`config.mk`:
```
export PLATFORM = sky130hd
export DESIGN_NAME = button_encoder_flat
export DESIGN_NICKNAME = d
export VERILOG_FILES = /design/src/rtl/button_encoder_if.sv /design/src/rtl/button_encoder.sv /design/src/flat_wrapper.sv
export SDC_FILE = /design/constraint.sdc
export NUM_CORES = 1
export LEC_CHECK = 0
export ABC_CLOCK_PERIOD_IN_PS = 2500
export CORE_UTILIZATION = 29
export CTS_CLUSTER_SIZE = 14
export DETAILED_ROUTE_END_ITERATION = 10
export SLEW_MARGIN = 20
export SYNTH_ARGS = -nofsm -noshare
export SYNTH_HDL_FRONTEND = slang
export SYNTH_SLANG_ARGS = --single-unit
```
`constraint.sdc`:
```
create_clock -name CLK -period 2.5 [get_ports CLK]
set_input_delay 0.375 -clock CLK [delete_from_list [all_inputs] [get_ports CLK]]
set_output_delay 0.375 -clock CLK [all_outputs]
set_load 0.01 [all_outputs]
```
`src/rtl/button_encoder_if.sv`:
```
// Button front-end bundle: raw button lines in, encoded colour / press pulse / status out.
interface button_encoder_if;
    logic [3:0] BTN;
    logic [1:0] IN;
    logic       IN_VALID;
    logic       BUSY;
    logic       STUCK;

    modport master (output BTN, input IN, IN_VALID, BUSY, STUCK);
    modport slave  (input BTN, output IN, IN_VALID, BUSY, STUCK);
endinterface

```
`src/rtl/button_encoder.sv`:
```
// Synchronise, debounce and encode four push buttons into one IN_VALID pulse per single press.
// Optional stuck-button detection is built when BUTTON_ENCODER_STUCK_DETECT_EN is defined.
module button_encoder #(
    parameter int DEBOUNCE_CYCLES = 20000,
    parameter int DB_W            = 15,
    parameter int STUCK_CYCLES    = 1000000,
    parameter int STK_W           = 20
) (
    input  logic             CLK,
    input  logic             RST_N,
    button_encoder_if.slave  bus
);

    localparam bit CFG_OK = (DEBOUNCE_CYCLES >= 2) &&
                            ((longint'(1) << DB_W) > longint'(DEBOUNCE_CYCLES)) &&
                            ((longint'(1) << STK_W) > longint'(STUCK_CYCLES));

    if (!CFG_OK) begin : g_bad_cfg
        $error("button_encoder: counter widths too small for the configured cycle counts");
    end

    localparam logic [DB_W-1:0] DB_LAST = DB_W'(DEBOUNCE_CYCLES - 1);

    typedef enum logic [1:0] {IDLE, HELD, REJECT} state_t;

    function automatic logic is_onehot(input logic [3:0] v);
        is_onehot = (v != 4'd0) && ((v & (v - 4'd1)) == 4'd0);
    endfunction

    function automatic logic [1:0] encode(input logic [3:0] v);
        encode = 2'd0;
        for (int k = 0; k < 4; k++)
            if (v[k]) encode = 2'(k);
    endfunction

    logic [3:0]      sync_p0;
    logic [3:0]      sync_p1;
    logic [3:0]      db_p2;
    logic [DB_W-1:0] cnt_p2 [4];
    state_t          state_p3, state_nx;
    logic [1:0]      in_p3, in_nx;
    logic            vld_p3, vld_nx;
    logic            busy_p3;

    // Stage p0/p1: two-flop synchroniser on the raw asynchronous lines
    always_ff @(posedge CLK or negedge RST_N) begin
        if (!RST_N) begin
            sync_p0 <= '0;
            sync_p1 <= '0;
        end else begin
            sync_p0 <= bus.BTN;
            sync_p1 <= sync_p0;
        end
    end

    // Stage p2: per-bit debounce; any return to the accepted level restarts the count
    always_ff @(posedge CLK or negedge RST_N) begin
        if (!RST_N) begin
            db_p2 <= '0;
            for (int k = 0; k < 4; k++) cnt_p2[k] <= '0;
        end else begin
            for (int k = 0; k < 4; k++) begin
                if (sync_p1[k] == db_p2[k]) begin
                    cnt_p2[k] <= '0;
                end else if (cnt_p2[k] == DB_LAST) begin
                    db_p2[k]  <= sync_p1[k];
                    cnt_p2[k] <= '0;
                end else begin
                    cnt_p2[k] <= cnt_p2[k] + DB_W'(1);
                end
            end
        end
    end

    always_comb begin
        state_nx = state_p3;
        in_nx    = in_p3;
        vld_nx   = 1'b0;
        case (state_p3)
            IDLE: begin
                if (db_p2 != 4'd0) begin
                    if (is_onehot(db_p2)) begin
                        in_nx    = encode(db_p2);
                        vld_nx   = 1'b1;
                        state_nx = HELD;
                    end else begin
                        state_nx = REJECT;
                    end
                end
            end
            HELD, REJECT: begin
                if (db_p2 == 4'd0) state_nx = IDLE;
            end
            default: state_nx = IDLE;
        endcase
    end

    // Stage p3: press FSM and registered outputs
    always_ff @(posedge CLK or negedge RST_N) begin
        if (!RST_N) begin
            state_p3 <= IDLE;
            in_p3    <= 2'd0;
            vld_p3   <= 1'b0;
            busy_p3  <= 1'b0;
        end else begin
            state_p3 <= state_nx;
            in_p3    <= in_nx;
            vld_p3   <= vld_nx;
            busy_p3  <= (db_p2 != 4'd0);
        end
    end

    assign bus.IN       = in_p3;
    assign bus.IN_VALID = vld_p3;
    assign bus.BUSY     = busy_p3;

`ifdef BUTTON_ENCODER_STUCK_DETECT_EN
    localparam logic [STK_W-1:0] STK_LAST = STK_W'(STUCK_CYCLES - 1);

    function automatic logic [STK_W-1:0] stk_sat_inc(input logic [STK_W-1:0] c);
        stk_sat_inc = (c == STK_LAST) ? c : c + STK_W'(1);
    endfunction

    logic [STK_W-1:0] stk_cnt_p3;
    logic             stuck_p3;

    // Cleared both while idle and on the edge that returns the FSM to idle
    always_ff @(posedge CLK or negedge RST_N) begin
        if (!RST_N) begin
            stk_cnt_p3 <= '0;
            stuck_p3   <= 1'b0;
        end else if (state_p3 == IDLE || state_nx == IDLE) begin
            stk_cnt_p3 <= '0;
            stuck_p3   <= 1'b0;
        end else begin
            stk_cnt_p3 <= stk_sat_inc(stk_cnt_p3);
            stuck_p3   <= stuck_p3 | (stk_cnt_p3 == STK_LAST);
        end
    end

    assign bus.STUCK = stuck_p3;
`else
    assign bus.STUCK = 1'b0;
`endif

endmodule

```
`src/flat_wrapper.sv`:
```
// flat-port wrapper written by rule: the top's interface ports become plain ports
module button_encoder_flat 
#(
    parameter int DEBOUNCE_CYCLES = 20000,
    parameter int DB_W            = 15,
    parameter int STUCK_CYCLES    = 1000000,
    parameter int STK_W           = 20
)
  (CLK, RST_N, bus_BTN, bus_IN, bus_IN_VALID, bus_BUSY, bus_STUCK);
  button_encoder_if bus_i ();
  input  logic CLK;
  input  logic RST_N;
  input wire logic [$bits(bus_i.BTN)-1:0] bus_BTN;
  output wire logic [$bits(bus_i.IN)-1:0] bus_IN;
  output wire logic [$bits(bus_i.IN_VALID)-1:0] bus_IN_VALID;
  output wire logic [$bits(bus_i.BUSY)-1:0] bus_BUSY;
  output wire logic [$bits(bus_i.STUCK)-1:0] bus_STUCK;
  assign bus_i.BTN = bus_BTN;
  assign bus_IN = bus_i.IN;
  assign bus_IN_VALID = bus_i.IN_VALID;
  assign bus_BUSY = bus_i.BUSY;
  assign bus_STUCK = bus_i.STUCK;
  button_encoder #(.DEBOUNCE_CYCLES(DEBOUNCE_CYCLES), .DB_W(DB_W), .STUCK_CYCLES(STUCK_CYCLES), .STK_W(STK_W)) u_core (.CLK(CLK), .RST_N(RST_N), .bus(bus_i));
endmodule
```
; Word level (Yosys, flattened, before mapping)
; Index checks and enable logic that the tools add are counted.
[totals]
register_bits = 78
in_bits = 6
out_inout_bits = 5
elab_cells = 66
[classes]
addsub = 5
n_eq_ne = 12
muxes = 18
bitwise_logic = 5
reduce_logical = 12
[ops]
columns = cell, n
row1 = two-way mux 15 bit, 8
row2 = adder 15 x 1 -> 15 bit (second input constant), 4
row3 = equality test 15 bit (second input constant), 4
row4 = two-way mux 2 bit, 5
row5 = AND reduction 2 bit, 5
row6 = zero test 4 bit, 2
row7 = bitwise AND 4 bit, 1
row8 = equality test 1 bit, 4
row9 = two-way mux 1 bit, 4
row10 = != test 2 x 1 -> 1 bit (second input constant), 2
row11 = inverter 1 bit, 4
row12 = one-hot mux 2 bit (2 select lines), 1
row13 = nonzero test 4 bit, 1
row14 = subtractor 4 x 1 -> 4 bit (second input constant), 1
row15 = AND reduction 3 bit, 1
row16 = equality test 2 x 1 -> 1 bit (second input constant), 1
row17 = equality test 2 bit (second input constant), 1
row18 = zero test 2 bit, 1
row19 = OR reduction 2 bit, 1
row20 = logical AND 1 bit, 1

; Depth between registers and ports, before layout
; Gate-level depths: netlist (run 1).
[depth]
ltp_word = 7
mapped_depth = 6

; Worst setup path after synthesis (run 1)
; OpenSTA, ideal clock, no wires.
[synth_path]
path_kind = reg-to-reg
from = register u_core.cnt_p2[57] (netlist name)
to = register u_core.db_p2[0]
arrival_ps = 1732
t_required_ps = 2375
slack_ps = 643
path_stages_with_launch = 4
n_path_buf = 0
synth_period_minus_slack_ps = 1857
path_cell_list = dfrtp_1 -> or4b_1 -> or4_4 -> mux2_4
[synth_between]
elab_chain_cells = 2
[synth_lines]
columns = item, line
row1 = from (decl), button_encoder.sv:39  ; logic [DB_W-1:0] cnt_p2 [4];
row2 = "from (signal, indexed assignment)", button_encoder.sv:69  ; cnt_p2[k] <= cnt_p2[k] + DB_W'(1);
row3 = equality test 15 bit, button_encoder.sv:65  ; end else if (cnt_p2[k] == DB_LAST) begin
row4 = AND reduction 2 bit (no source line), n/a
row5 = "to (signal, indexed assignment)", button_encoder.sv:66  ; db_p2[k] <= sync_p1[k];
row6 = to (decl), button_encoder.sv:38  ; logic [3:0] db_p2;
; Every way passes these cells.
; A chain may end at the register's enable or synchronous reset.

; Final worst setup path (run 1)
[layout_path]
from = register u_core.cnt_p2[27] (netlist name)
to = register u_core.cnt_p2[27] (netlist name)
[layout_between]
elab_chain_cells = 3
word_cells_on_any_way = 4
[layout_lines]
columns = item, line
row1 = adder 15 x 1 -> 15 bit / equality test 15 bit (equally long branches), "button_encoder.sv:69, button_encoder.sv:65"
row2 = two-way mux 15 bit *, button_encoder.sv:65
row3 = two-way mux 15 bit *, button_encoder.sv:63  ; if (sync_p1[k] == db_p2[k]) begin
; Every way passes the cells marked *; elsewhere a longest branch is shown, timed or not.

==> results of run 1 <==
## critical path: cells and delay by family (launching register included)
kind	cells	cell delay, ps
flops	1	410
simple gates	4	1430
## per-stage QoR
stage               hold WS (ps)  total power [uW]  std cells
finish                     189.5              2799        539
global route               279.6              2912        539
CTS                        238.6              2851        539
detailed placement         334.7              1415        523
global placement           334.0              1414        523
floorplan                  79.41              1374        357
## worst max-delay path by stage
stage                                      from                          end  slack [ps]  depth (start not counted)
global route        u_core.cnt_p2[57]$_DFF_PN0_  u_core.cnt_p2[54]$_DFF_PN0_         450                          4
CTS                 u_core.cnt_p2[27]$_DFF_PN0_  u_core.cnt_p2[27]$_DFF_PN0_         520                          4
detailed placement  u_core.cnt_p2[22]$_DFF_PN0_  u_core.cnt_p2[26]$_DFF_PN0_         570                          4
finish              u_core.cnt_p2[27]$_DFF_PN0_  u_core.cnt_p2[27]$_DFF_PN0_         540                          4
global placement    u_core.cnt_p2[57]$_DFF_PN0_  u_core.cnt_p2[53]$_DFF_PN0_         600                          4
floorplan           u_core.cnt_p2[57]$_DFF_PN0_  u_core.db_p2[0]$_DFFE_PN0P_         640                          3
## layout by cell type, fill, tap and decap left out, drive strengths merged, types with 2 or more instances in the layout
cell and n:
or4 2, and3 3, a211oi 2, or4b 2
mux2 4, dfrtp 78, nor3 13, bufinv 2
xnor2 39, clkbuf 11, ha 5, nor2 69
or3 2, a22o 2, inv 14, nand2 23
nand4 18, xor2 19, nand2b 4, a21oi 2
and4 4, nand3 20, nor4 15, clkdlybuf4s50 8
## sequential cells by signal (all words and copies together), names as in the netlist
register / count
u_core.bus.IN: 2
u_core.sync_p1: 4
u_core.bus.BUSY: 1
u_core.state_p3: 2
u_core.bus.IN_VALID: 1
u_core.cnt_p2: 60
u_core.sync_p0: 4
u_core.db_p2: 4
## layout make-up
| class | count | share of cell area (%) |
|---|---|---|
| flip-flops and latches | 78 | 46.48 |
| multi-input cells | 255 | 37.54 |
| clock buffers | 11 | 5.781 |
| well taps | 168 | 5.006 |
| repair buffers | 9 | 2.086 |
| clock inverters | 5 | 1.937 |
| inverters | 13 | 1.162 |
## metal layers
metal  up-vias  part of all wire (%)  GRT usage, %
li1       1229                     -             -
met1      1184                    50         13.61
met2        24                    46         16.00
met3        12                   2.5         2.497
met4         0                   1.8         6.234
met5         -                     0             0
## logic make-up (layout without fill, tap and decap cells)
kind of cell | after synthesis | in the layout | synth area share [%]
fa+ha+maj | 5 | 5 | 1.720
xor+xnor | 58 | 58 | 13.97
mux | 4 | 4 | 1.445
flops | 78 | 78 | 53.66
compound gates | 9 | 9 | 1.823
simple gates | 178 | 178 | 24.29
other cells | 1 | 1 | 0.1031
buf+inv | 24 | 38 | 2.993
## report_power, final
| group | switching, uW | internal [uW] |
|---|---|---|
| Sequential | 21.4 | 1280 |
| Clock | 506 | 903 |
| Combinational | 56.6 | 25.8 |
| Total | 585 | 2210 |
## cell usage after synthesis (all sizes together)
| cell type | instances | area [um2] |
|---|---|---|
| and3 | 3 | 18.77 |
| xor2 | 19 | 166.4 |
| a31oi | 1 | 6.260 |
| xnor2 | 39 | 341.6 |
| a32o | 1 | 10.01 |
| or4b | 2 | 20.02 |
| or4 | 2 | 22.52 |
| nand2b | 4 | 30.03 |
| dfrtp | 78 | 1952 |
| a22o | 2 | 17.52 |
| nand3 | 20 | 100.1 |
| nor4b | 1 | 8.760 |
| inv | 13 | 48.80 |
| a21oi | 2 | 10.01 |
| o211ai | 1 | 7.510 |
| a211oi | 2 | 15.01 |
| nor4 | 15 | 93.84 |
| nor3 | 13 | 65.06 |
| mux2 | 4 | 52.55 |
| buf | 4 | 33.78 |
| nand4b | 1 | 8.760 |
| nand2 | 23 | 86.33 |
| or3 | 2 | 12.51 |
| and4 | 4 | 35.03 |
| nor4bb | 1 | 10.01 |
| conb | 1 | 3.750 |
| clkbuf | 7 | 26.28 |
| nor2 | 69 | 259.0 |
| nand4 | 18 | 112.6 |
| ha | 5 | 62.56 |
==> metrics.yaml, run 1 <==
yosys:
  avgSynthCellArea_um2: 10.19
  synth_seq_cells: 78
  synth_area_um2: 3637
  synth_nets: 368
  syn_inst: 357
  ys_seq_area_share_pct: 53.66
  yosysWarnings: 0
  synth.distinct_cells: 34
placement:
  hpwlAfterDp_mm: 4.098
  placed_area_um2: 3875
  place.gp.congestion: 0.7623
  port_buffers: 9
  pre_cts_ws_ps: 566.3
power_and_ir_drop:
  ir_worst_vdd_v: 0.0002584
  power_density_nw_per_um2: 666.5
  leakagePower_uw: 0.001705
timing:
  finalSetupViolations: 0
  worst_slack_ps: 536.5
  skew_ps: 5.331
  hold_viol: 0
  drv_slew: 0
  final.setup.tns_ps: 0
  fmax_mhz: 509.3
  max_slew_margin_pct: 35.87
  rsz0062_at_grt: "false"
  fin_crit_ps: 1964
  fin_crit_sh_pct: 78.54
  tightest_slew_ps: 961.9
cts:
  cts_resized: 0
  clk_latency_ps: 330
  clkSinkCount: 78
  cts_tree: "yes"
  clk_pin_slew_ps: 60
  numCtsBuffers: 9
  htreeDepth: 3
  postCtsSetupRepairBufs: 0
  root_buffer: "clkbuf_16"
  clock_path_buffers: 2
  hold_buffers: 0
worst_setup_path:
  r2r-start: "u_core.cnt_p2[27]$_DFF_PN0_"
  path_cells: "or4b_1 -> or4_4 -> nand2b_2 -> nor2_1"
  cp_data_required_time_ps: 2700
  cp_slowest_stage_delay_ps: 560
  worst_setup_path_end_kind: "flop"
  startpoint_type: "flop"
  r2r-end: "u_core.cnt_p2[27]$_DFF_PN0_"
  reg2regPathDepth: 4
  r2r_slack_ps: 540
  critPathArrivalTime_ps: 2160
  crit_type: "flop to flop"
  cp_max_fo: 13
  slowest_stage: "or4_4"
job:
  drv_cap: 0
floorplan:
  dieWidth_um: 114.0
  die-area_um2: 12990
  initial_utilization_pct: 30.03
  core_um2: 12110
  num_io_pins: 11
  fp.dieH_um: 114.0
  rows: 40
global_routing:
  antenna_found_initial: 0
  grt_pass1_wl_mm: 10.70
  grt_max_degree: 79
  grt_pass1_vias: 2337
  track_usage_pct: 10.51
  grt_overflow_total: 0
outcome:
  outcome: "complete, no violations"
route:
  routed_wl_mm: 6.226
  drtPass1Iterations: 4
  viasPerCell: 4.544
  drc: 0
  vias: 2449
  antenna_left: 0
  drtIter0Drc: 135
  wl_per_cell_um: 11.55
finish:
  register_area_um2: 1952
  antennaDiodeCount: 0
  multi_input_area_um2: 1577
  area_delta_synth_final_pct: 15.45
  final_util_pct: 34.67
  fillers: 1243
  design_area_um2: 4199
  fin_nets: 377
  drive_gt1_share_pct: 6.469
hold_path:
  hold_path_class: "input pin to async pin"
Power figures use the tool's default switching activity.
==> inputs of run 2 (changes only) <==
--- a/config.mk
+++ b/config.mk
@@ -5,7 +5,7 @@
 export SDC_FILE = /design/constraint.sdc
 export NUM_CORES = 1
 export LEC_CHECK = 0
-export ABC_CLOCK_PERIOD_IN_PS = 2500
+export ABC_CLOCK_PERIOD_IN_PS = 1850
 export CORE_UTILIZATION = 29
 export CTS_CLUSTER_SIZE = 14
 export DETAILED_ROUTE_END_ITERATION = 10
==> constraint.sdc (replaced) <==
create_clock -name CLK -period 1.85 [get_ports CLK]
set_input_delay 0.2775 -clock CLK [delete_from_list [all_inputs] [get_ports CLK]]
set_output_delay 0.2775 -clock CLK [all_outputs]
set_load 0.01 [all_outputs]
==> metrics.yaml, run 2 (synthesized netlist as in run 1, its figures left out) <==
outcome:
  outcome: "complete, no violations"
cts:
  postCtsSetupRepairBufs: 0  # unchanged
  clk_latency_ps: 320  # about the same
  htreeDepth: 3  # unchanged
  cts_tree: "yes"
  clock_path_buffers: 2  # unchanged
  clk_pin_slew_ps: 60  # about the same
  numCtsBuffers: 9  # unchanged
  clkSinkCount: 78  # unchanged
  root_buffer: "clkbuf_16"
route:
  drtIter0Drc: 106  # -21%
  drtPass1Iterations: 6  # +2
  routed_wl_mm: 6.323  # +1.6%
  wl_per_cell_um: 11.29  # -2.3%
  vias: 2516  # +2.7%
  viasPerCell: 4.493  # -1.1%
  drc: 0  # unchanged
  antenna_left: 0  # unchanged
finish:
  mostFrequentLayoutCells: "78 x dfrtp_1, 69 x nor2_1, 39 x xnor2_1"
  largest_register: "u_core.cnt_p2"
  design_area_um2: 4334  # +3.2%
  area_delta_synth_final_pct: 19.16
  antennaDiodeCount: 0  # unchanged
  fin_nets: 398  # +5.6%
  final_common_cell: "dfrtp_1"
  final_util_pct: 35.79  # +1.1 points
  largest_reg_flops: 60  # unchanged
  drive_gt1_share_pct: 11.22  # +4.8 points
  fillers: 1218  # -2.0%
timing:
  drv_slew: 0  # unchanged
  max_slew_margin_pct: 56.26  # +20 points
  fin_crit_ps: 1839  # -124.1 ps
  tightest_slew_ps: 650.1  # -311.9 ps
  final.setup.tns_ps: 0  # unchanged
  fmax_mhz: 543.7  # +6.7%
  hold_ws_ps: 349.5  # +160.0 ps
  skew_ps: 4.253  # -1.078 ps
  finalSetupViolations: 0  # unchanged
  rsz0062_at_grt: "true"
  fin_crit_sh_pct: 99.43  # +21 points
  hold_viol: 0  # unchanged
worst_setup_path:
  crit_family: "simple AND/OR/NAND/NOR gates"
  path_cells: "or4b_1 -> or4_4 -> mux2_4"
  path_buf_inv: 0  # unchanged
  cp_data_required_time_ps: 2060  # -640 ps
  cp.depth: 3  # -1
  cp_max_fo: 2  # -11
  cp_slowest_stage_delay_ps: 520  # -40 ps
  slowest_stage: "or4b_1"
  worst_setup_path_end_kind: "flop"
  startpoint_type: "flop"
  critPathArrivalTime_ps: 2040  # -120 ps
  crit_type: "flop to flop"
  reg2regPathDepth: 3  # -1
placement:
  placed_area_um2: 4038  # +4.2%
  hpwlAfterDp_mm: 4.359  # +6.4%
  place.gp.congestion: 0.7338  # -3.7%
  port_buffers: 9  # unchanged
floorplan:
  num_io_pins: 11  # unchanged
  core_um2: 12110  # unchanged
  initial_utilization_pct: 30.03  # unchanged
  rows: 40  # unchanged
  dieWidth_um: 114.0  # unchanged
  die-area_um2: 12990  # unchanged
  fp.dieH_um: 114.0  # unchanged
job:
  drv_cap: 0  # unchanged
power_and_ir_drop:
  pwr-share-clk_pct: 45.9  # -4.5 points
  pwr-share-seq_pct: 50.4  # +3.7 points
  cell_internal_pwr_uw: 2730  # +23%
  power_density_nw_per_um2: 807.9  # +21%
  ir_worst_vdd_v: 0.0004121  # +59%
  power_uw: 3502  # +25%
  leakagePower_uw: 0.001804  # +5.9%
  combPwrFrac_pct: 3.7  # +0.8 points
  p_sw_share_pct: 22.02  # +1.1 points
  power_switching_uw: 771.2  # +32%
global_routing:
  grt_overflow_total: 0  # unchanged
  track_usage_pct: 10.90  # +0.38 points
  grt_pass1_vias: 2474  # +5.9%
  grt_pass1_wl_mm: 11.38  # +6.4%
  antenna_found_initial: 0  # unchanged
  grt_max_degree: 36  # -54%
hold_path:
  hold_path_class: "flop to flop"
  min_path_cells: 0
[run 2: cell types whose count changed in the layout (fill, tap and decap cells not counted)]
cell           before  now
buf_12              0    1
buf_4               1   20
bufinv_16           2    0
clkinv_2            1    2
clkinvlp_4          1    2
dlygate4sd3_1       0    1
nand2b_2            2    0
nand2b_4            0    2
[run 2: path summary, 6_finish.rpt]
| kind | start | slack [ps] | to |
|---|---|---|---|
| worst min-delay path | u_core.sync_p0[3]$_DFF_PN0_ | 350 | u_core.sync_p1[3]$_DFF_PN0_ |
| worst max-delay path | u_core.cnt_p2[27]$_DFF_PN0_ | 10 | u_core.db_p2[2]$_DFFE_PN0P_ |
| min in group asynchronous | RST_N | 460 | u_core.cnt_p2[5]$_DFF_PN0_ |
| worst max register to register | u_core.cnt_p2[27]$_DFF_PN0_ | 10 | u_core.db_p2[2]$_DFFE_PN0P_ |
| worst min register to register | u_core.sync_p0[3]$_DFF_PN0_ | 350 | u_core.sync_p1[3]$_DFF_PN0_ |
| max in group asynchronous | RST_N | 800 | u_core.cnt_p2[19]$_DFF_PN0_ |
[run 2: what timing repair did]
action / 4_1_cts / 5_1_grt
setup endpoints to repair: 5 / 15
hold buffers: 1 / 0
gates resized for setup: 1 / 1
hold endpoints to repair: 33 / 0
[run 2: area by class of cell]
| cell class | count | area (um2) | share of cell area [%] |
|---|---|---|---|
| inverter | 13 | 48.80 | 1.126 |
| sequential | 78 | 1952 | 45.03 |
| tap | 168 | 210.2 | 4.850 |
| timing repair buffer | 30 | 260.3 | 6.005 |
| clock inverter | 5 | 33.78 | 0.7794 |
| multi-input combinational | 255 | 1587 | 36.61 |
| clock buffer | 11 | 242.7 | 5.600 |
[run 2: power by group through the flow]
stage	sequential [uW]	clock, uW	combinational, uW
6_report	1770	1610	129
3_5_place_dp	1800	0	129
2_1_floorplan	1790	0	65.8
4_1_cts	1770	1660	133
5_1_grt	1770	1730	153
3_3_place_gp	1800	0	127
[run 2: through the flow]
step                      setup WS (ps)  std cells
final                             10.59        560
after floorplan                   45.49        357
after CTS                        -5.558        560
after global placement            31.02        543
after detailed placement          1.454        543
after global routing             -22.79        560
[run 2: metal layers]
layer | vias up | GRT usage [%] | share of wire [%]
li1 | 1276 | - | -
met1 | 1214 | 14.18 | 49
met2 | 21 | 17.58 | 48
met3 | 5 | 2.604 | 2.2
met4 | 0 | 4.156 | 0.96
met5 | - | 0 | 0
